## config.mk

```make
export PLATFORM = sky130hd
export DESIGN_NAME = if_fetch_queue
export DESIGN_NICKNAME = d
export VERILOG_FILES = /design/src/rtl/if_fetch_queue.sv
export SDC_FILE = /design/constraint.sdc
export NUM_CORES = 1
export LEC_CHECK = 0
export CORE_MARGIN = 4
export CORE_UTILIZATION = 45
export DETAILED_ROUTE_END_ITERATION = 10
export PLACE_DENSITY = 0.67
export SYNTH_ARGS = -nofsm -noshare
export SYNTH_HDL_FRONTEND = slang
export SYNTH_SLANG_ARGS = --single-unit
```

## constraint.sdc

```tcl
create_clock -name clk -period 1.9 [get_ports clk]
set_input_delay 0.19 -clock clk [delete_from_list [all_inputs] [get_ports clk]]
set_output_delay 0.19 -clock clk [all_outputs]
set_load 0.005 [all_outputs]
```

## src/rtl/if_fetch_queue.sv

```systemverilog
// if_fetch_queue
// Instruction-fetch responder between the program counter and decode.
// Issues one memory read per PC value over a req/gnt + rvalid protocol and
// buffers the returned {pc, instr} pairs in a small FIFO. Decode drains the
// FIFO with a valid/ready handshake. A branch flush clears the FIFO and drops
// any fetch still in flight.
//
// Ports:
//   clk, rst_n       clock (rising edge) and asynchronous active-low reset
//   i_pc_addr        current PC; held constant by the PC while o_pc_advance=0
//   i_flush          branch taken this cycle; PC loads the target next edge
//   o_pc_advance     1 = PC may update at the next edge, 0 = PC holds
//   o_mem_req        memory read request, held until i_mem_gnt or a flush
//   o_mem_addr       request address
//   i_mem_gnt        memory accepted the request this cycle
//   i_mem_rvalid     read data valid (never in the gnt cycle)
//   i_mem_rdata      read data
//   o_id_valid       FIFO head valid
//   o_id_instr       head instruction
//   o_id_pc          head address
//   i_id_ready       decode consumes the head this cycle
//   o_count          FIFO occupancy
module if_fetch_queue #(
  parameter int DEPTH = 4,
  parameter int AW    = 64,
  parameter int IW    = 32
) (
  input  logic                     clk,
  input  logic                     rst_n,
  input  logic [AW-1:0]            i_pc_addr,
  input  logic                     i_flush,
  output logic                     o_pc_advance,
  output logic                     o_mem_req,
  output logic [AW-1:0]            o_mem_addr,
  input  logic                     i_mem_gnt,
  input  logic                     i_mem_rvalid,
  input  logic [IW-1:0]            i_mem_rdata,
  output logic                     o_id_valid,
  output logic [IW-1:0]            o_id_instr,
  output logic [AW-1:0]            o_id_pc,
  input  logic                     i_id_ready,
  output logic [$clog2(DEPTH):0]   o_count
);

  localparam int PW = $clog2(DEPTH);
  localparam int CW = PW + 1;

  typedef enum logic [1:0] {
    S_IDLE,
    S_REQ,
    S_WAIT_DATA,
    S_DISCARD
  } state_t;

  state_t          r_state;
  state_t          w_state_next;
  logic            r_mem_req;
  logic            w_mem_req_next;
  logic [AW-1:0]   r_mem_addr;
  logic [AW-1:0]   w_mem_addr_next;
  logic [PW-1:0]   r_wr_ptr;
  logic [PW-1:0]   r_rd_ptr;
  logic [CW-1:0]   r_count;
  logic [AW-1:0]   r_fifo_pc    [DEPTH];
  logic [IW-1:0]   r_fifo_instr [DEPTH];
  logic            w_push;
  logic            w_pop;
  logic            w_space;

  // A pop in a flush cycle is ignored: the flush empties the FIFO anyway.
  assign w_pop = o_id_valid && i_id_ready && !i_flush;

  // Room for one more fetch after this cycle's pop. The single outstanding
  // fetch reserves its slot here, so a later push can never find the FIFO full.
  assign w_space = (r_count != CW'(DEPTH)) || w_pop;

  // ---------------- fetch FSM ----------------
  always_ff @(posedge clk or negedge rst_n) begin
    if (!rst_n) begin
      r_state    <= S_IDLE;
      r_mem_req  <= 1'b0;
      r_mem_addr <= '0;
    end else begin
      r_state    <= w_state_next;
      r_mem_req  <= w_mem_req_next;
      r_mem_addr <= w_mem_addr_next;
    end
  end

  always_comb begin
    w_state_next    = r_state;
    w_mem_req_next  = r_mem_req;
    w_mem_addr_next = r_mem_addr;
    w_push          = 1'b0;
    case (r_state)
      S_IDLE: begin
        if (!i_flush && w_space) begin
          w_mem_req_next  = 1'b1;
          w_mem_addr_next = i_pc_addr;
          w_state_next    = S_REQ;
        end
      end
      S_REQ: begin
        if (i_mem_gnt) begin
          // A grant coinciding with a flush still produces a response,
          // which must be swallowed.
          w_mem_req_next = 1'b0;
          w_state_next   = i_flush ? S_DISCARD : S_WAIT_DATA;
        end else if (i_flush) begin
          w_mem_req_next = 1'b0;
          w_state_next   = S_IDLE;
        end
      end
      S_WAIT_DATA: begin
        if (i_mem_rvalid) begin
          w_push       = !i_flush;
          w_state_next = S_IDLE;
        end else if (i_flush) begin
          w_state_next = S_DISCARD;
        end
      end
      S_DISCARD: begin
        if (i_mem_rvalid) begin
          w_state_next = S_IDLE;
        end
      end
      default: w_state_next = S_IDLE;
    endcase
  end

  // PC moves once per granted fetch, or to the branch target on flush.
  assign o_pc_advance = ((r_state == S_REQ) && i_mem_gnt) || i_flush;
  assign o_mem_req    = r_mem_req;
  assign o_mem_addr   = r_mem_addr;

  // ---------------- FIFO control ----------------
  always_ff @(posedge clk or negedge rst_n) begin
    if (!rst_n) begin
      r_wr_ptr <= '0;
      r_rd_ptr <= '0;
      r_count  <= '0;
    end else if (i_flush) begin
      r_wr_ptr <= '0;
      r_rd_ptr <= '0;
      r_count  <= '0;
    end else begin
      if (w_push) r_wr_ptr <= r_wr_ptr + PW'(1);
      if (w_pop)  r_rd_ptr <= r_rd_ptr + PW'(1);
      case ({w_push, w_pop})
        2'b10:   r_count <= r_count + CW'(1);
        2'b01:   r_count <= r_count - CW'(1);
        default: r_count <= r_count;
      endcase
    end
  end

  // ---------------- FIFO storage ----------------
  // Entries reset to zero so the head outputs read 0 out of reset.
  for (genvar gi = 0; gi < DEPTH; gi++) begin : g_entry
    always_ff @(posedge clk or negedge rst_n) begin
      if (!rst_n) begin
        r_fifo_pc[gi]    <= '0;
        r_fifo_instr[gi] <= '0;
      end else if (w_push && (r_wr_ptr == PW'(gi))) begin
        r_fifo_pc[gi]    <= r_mem_addr;
        r_fifo_instr[gi] <= i_mem_rdata;
      end
    end
  end

  assign o_id_valid = (r_count != '0);
  assign o_id_pc    = r_fifo_pc[r_rd_ptr];
  assign o_id_instr = r_fifo_instr[r_rd_ptr];
  assign o_count    = r_count;

endmodule

```

==> impl_metrics.toml <==
[layout]
syn2layout_area_growth_pct = 32.31
diodes = 0
final_cell_mix = "454 x dfrtp_1, 234 x mux2_2, 214 x mux2_4"
fin_util_pct = 60.30
fillCellCount = 3319
final_common_cell = "dfrtp_1"
final_area_um2 = 26670
final_nets = 1630
drive_gt1_share_pct = 56.77
multi_input_area_um2 = 8508
seq_area_um2 = 11470

[critical_path]
cp-startpoint = "r_rd_ptr[0]"
reg2reg_from = "o_count[0]"
start_kind = "register"
worstSetupPathType = "reg -> out"
path_max_fanout = 8
cp.arrival_ns = 2.18
required_ns = 1.71
end_kind = "output pin"

[clocking]
clkTransAtPathRegs_ns = 0.06
tritoncts = "yes"
clk_latency_ns = 0.58
clockBufferDepth = 3
root_buffer = "clkbuf_16"
cts_buffers = 50
cts_htree_levels = 2
clock-sinks = 458

[timing]
fin_crit_sh_pct = 124.8
setup_tns_ns = -31.75
period_needed_ns = 2.371
drv_slew = 0
setup_violations = 112
layout_setup_ws_ns = -0.4708
grt_setup_unrepaired = "true"
finalClockSkew_ns = 0.01455
max_freq_mhz = 421.8
tightest_slew_ns = 0.5814
maxSlewHeadroom_pct = 61.24
hold_viol = 0

[synthesis]
yosysWarningCount = 0
synth_area_per_cell_um2 = 17.85
synth-seq-cells = 458
netlist_instances = 1129
syn-num-nets = 1236
netlist_area_um2 = 20150
seq_area_frac_synth_pct = 56.87
synth_cell_type_count = 33

[global_route]
grt_max_degree = 63
grt_pass1_wl_um = 74220
grt_antenna_before_repair = 4
grt-ovfl-total = 0
track_usage_pct = 19.67
grt_pass1_vias = 12663

[routing]
dr.first_iter.drc_count = 480
ant_nets = 0
vias_per_cell = 5.302
num_vias = 11404
wirelength_um = 47920
drc = 0
wl_per_cell_um = 22.28
dr.pass1.iters = 4

[power_and_ir_drop]
peakVddDrop_mv = 0.7674
powerDensity_nw_per_um2 = 1431
p_leak_nw = 13.02
power_mw = 38.16

[floorplanning]
ioPinCount = 268
die_h_um = 219.6
row_count = 77
initial_core_util_pct = 45.58
fp.dieArea_um2 = 48240
die_w_um = 219.6
core_um2 = 44220

[placement]
placed_area_um2 = 24160
gp_congestion = 0.7229
dpl_worst_slack_ns = -0.1861
portBuffers = 267
dp_hpwl_um = 30120

[run_status]
status = "finished, violations left"
violations = "setup timing"

[flow_run]
maxCapViolCount = 0

[worst_hold_path]
hold_class = "in -> async"
==> kinds of logic after synthesis <==
family / Yosys count / synth area share (%)
buffers and inverters: 74 / 2.471
AOI/OAI and AO/OA: 11 / 0.3291
DFF: 458 / 56.87
and+or+nand+nor: 30 / 0.9374
adders and majority gates: 5 / 0.3477
xor gates and xnor gates: 6 / 0.2607
muxes: 545 / 38.79
==> worst paths after layout <==
| check | cells past startpoint | endpoint | slack (ns) |
|---|---|---|---|
| setup / recovery | 6 | o_id_instr[5] | -0.47 |
| hold / removal | 2 | o_mem_addr[46] | 0.11 |
| setup reg to reg | 8 | o_count[2] | -0.04 |
| hold reg to reg | 1 | r_fifo_pc[68] | 0.50 |
| max in group asynchronous | 3 | r_fifo_pc[132] | 0.80 |
| min in group clk | 2 | o_mem_addr[10] | 0.23 |
==> flip-flops by register name (all words and copies together) (netlist names) <==
signal	flops
r_state	2
r_wr_ptr	2
r_rd_ptr	2
o_mem_addr	64
o_count	3
o_mem_req	1
r_fifo_instr	128
r_fifo_pc	256
==> metrics by stage <==
step | instances | hold WS, ns
final | 2151 | 0.1099
after global routing | 2151 | 0.1305
after CTS | 2127 | 0.1002
after detailed placement | 1996 | 0.1252
after global placement | 1996 | 0.1239
after floorplan | 1129 | -0.1056
==> routing by layer <==
layer  part of all wire (%)  vias up  wire (um)  global-route usage [%]
met2                     48      205      23010                   31.39
met5                   0.11        -         55                       0
li1                       -     5007          -                       -
met4                    1.7        8        837                   5.150
met3                    4.4       71       2125                   4.151
met1                     46     6113      21890                   27.78
==> repair_timing <==
action | 4_1_cts | 5_1_grt
cloned | 4 | 5
setup buffers | 39 | 25
pin swaps | 3 | 5
endpoints found under the hold margin | 308 | 0
hold buffers | 1 | 0
gates resized for setup | 253 | 225
endpoints found under the setup margin | 145 | 156
==> report_power, final <==
group          switching [mW]  total, mW  internal (mW)
logic                    4.60       13.8           9.23
clock network            3.89       9.76           5.87
registers                2.25       14.6           12.3
==> critical path: stages (launching register included) <==
cell and delay, ns:
dfrtp_4 0.51, buf_12 0.17, buf_12 0.13, buf_6 0.11, buf_6 0.10, mux4_2 0.43, buf_2 0.15
==> cell type report <==
class,instances,share of cell area [%]
Clock buffer,75,5.809
Clock inverter,13,0.4598
Inverter,2,0.02815
Multi-Input combinational cell,597,31.91
Sequential cell,458,43.02
Tap cell,592,2.778
Timing Repair Buffer,414,16.00
==> cell usage after synthesis <==
library cell | count | area, um2
and3b_1 | 1 | 8.760
o21bai_1 | 1 | 7.510
nor3_1 | 4 | 20.02
clkbuf_1 | 9 | 33.78
mux4_2 | 96 | 2162
mux2_4 | 160 | 2402
ha_1 | 4 | 50.05
o31ai_1 | 1 | 7.510
a31oi_1 | 1 | 6.260
nand3_1 | 1 | 5.000
inv_1 | 2 | 7.510
mux2i_1 | 1 | 10.01
buf_2 | 32 | 160.2
buf_4 | 8 | 60.06
buf_6 | 20 | 225.2
nand2b_1 | 3 | 18.77
a21oi_1 | 2 | 10.01
or3_1 | 1 | 6.260
buf_1 | 3 | 11.26
nor4b_2 | 1 | 15.01
dfrtp_1 | 458 | 11460
fa_1 | 1 | 20.02
o22ai_1 | 1 | 6.260
xnor2_1 | 4 | 35.03
nand3b_1 | 2 | 15.01
nand2_4 | 4 | 45.04
nor4bb_1 | 1 | 10.01
nor2_1 | 10 | 37.54
o21ai_0 | 4 | 20.02
nand2_1 | 2 | 7.510
a2111oi_0 | 1 | 8.760
xor2_1 | 2 | 17.52
mux2_2 | 288 | 3243
(Power assumes the default switching activity.)
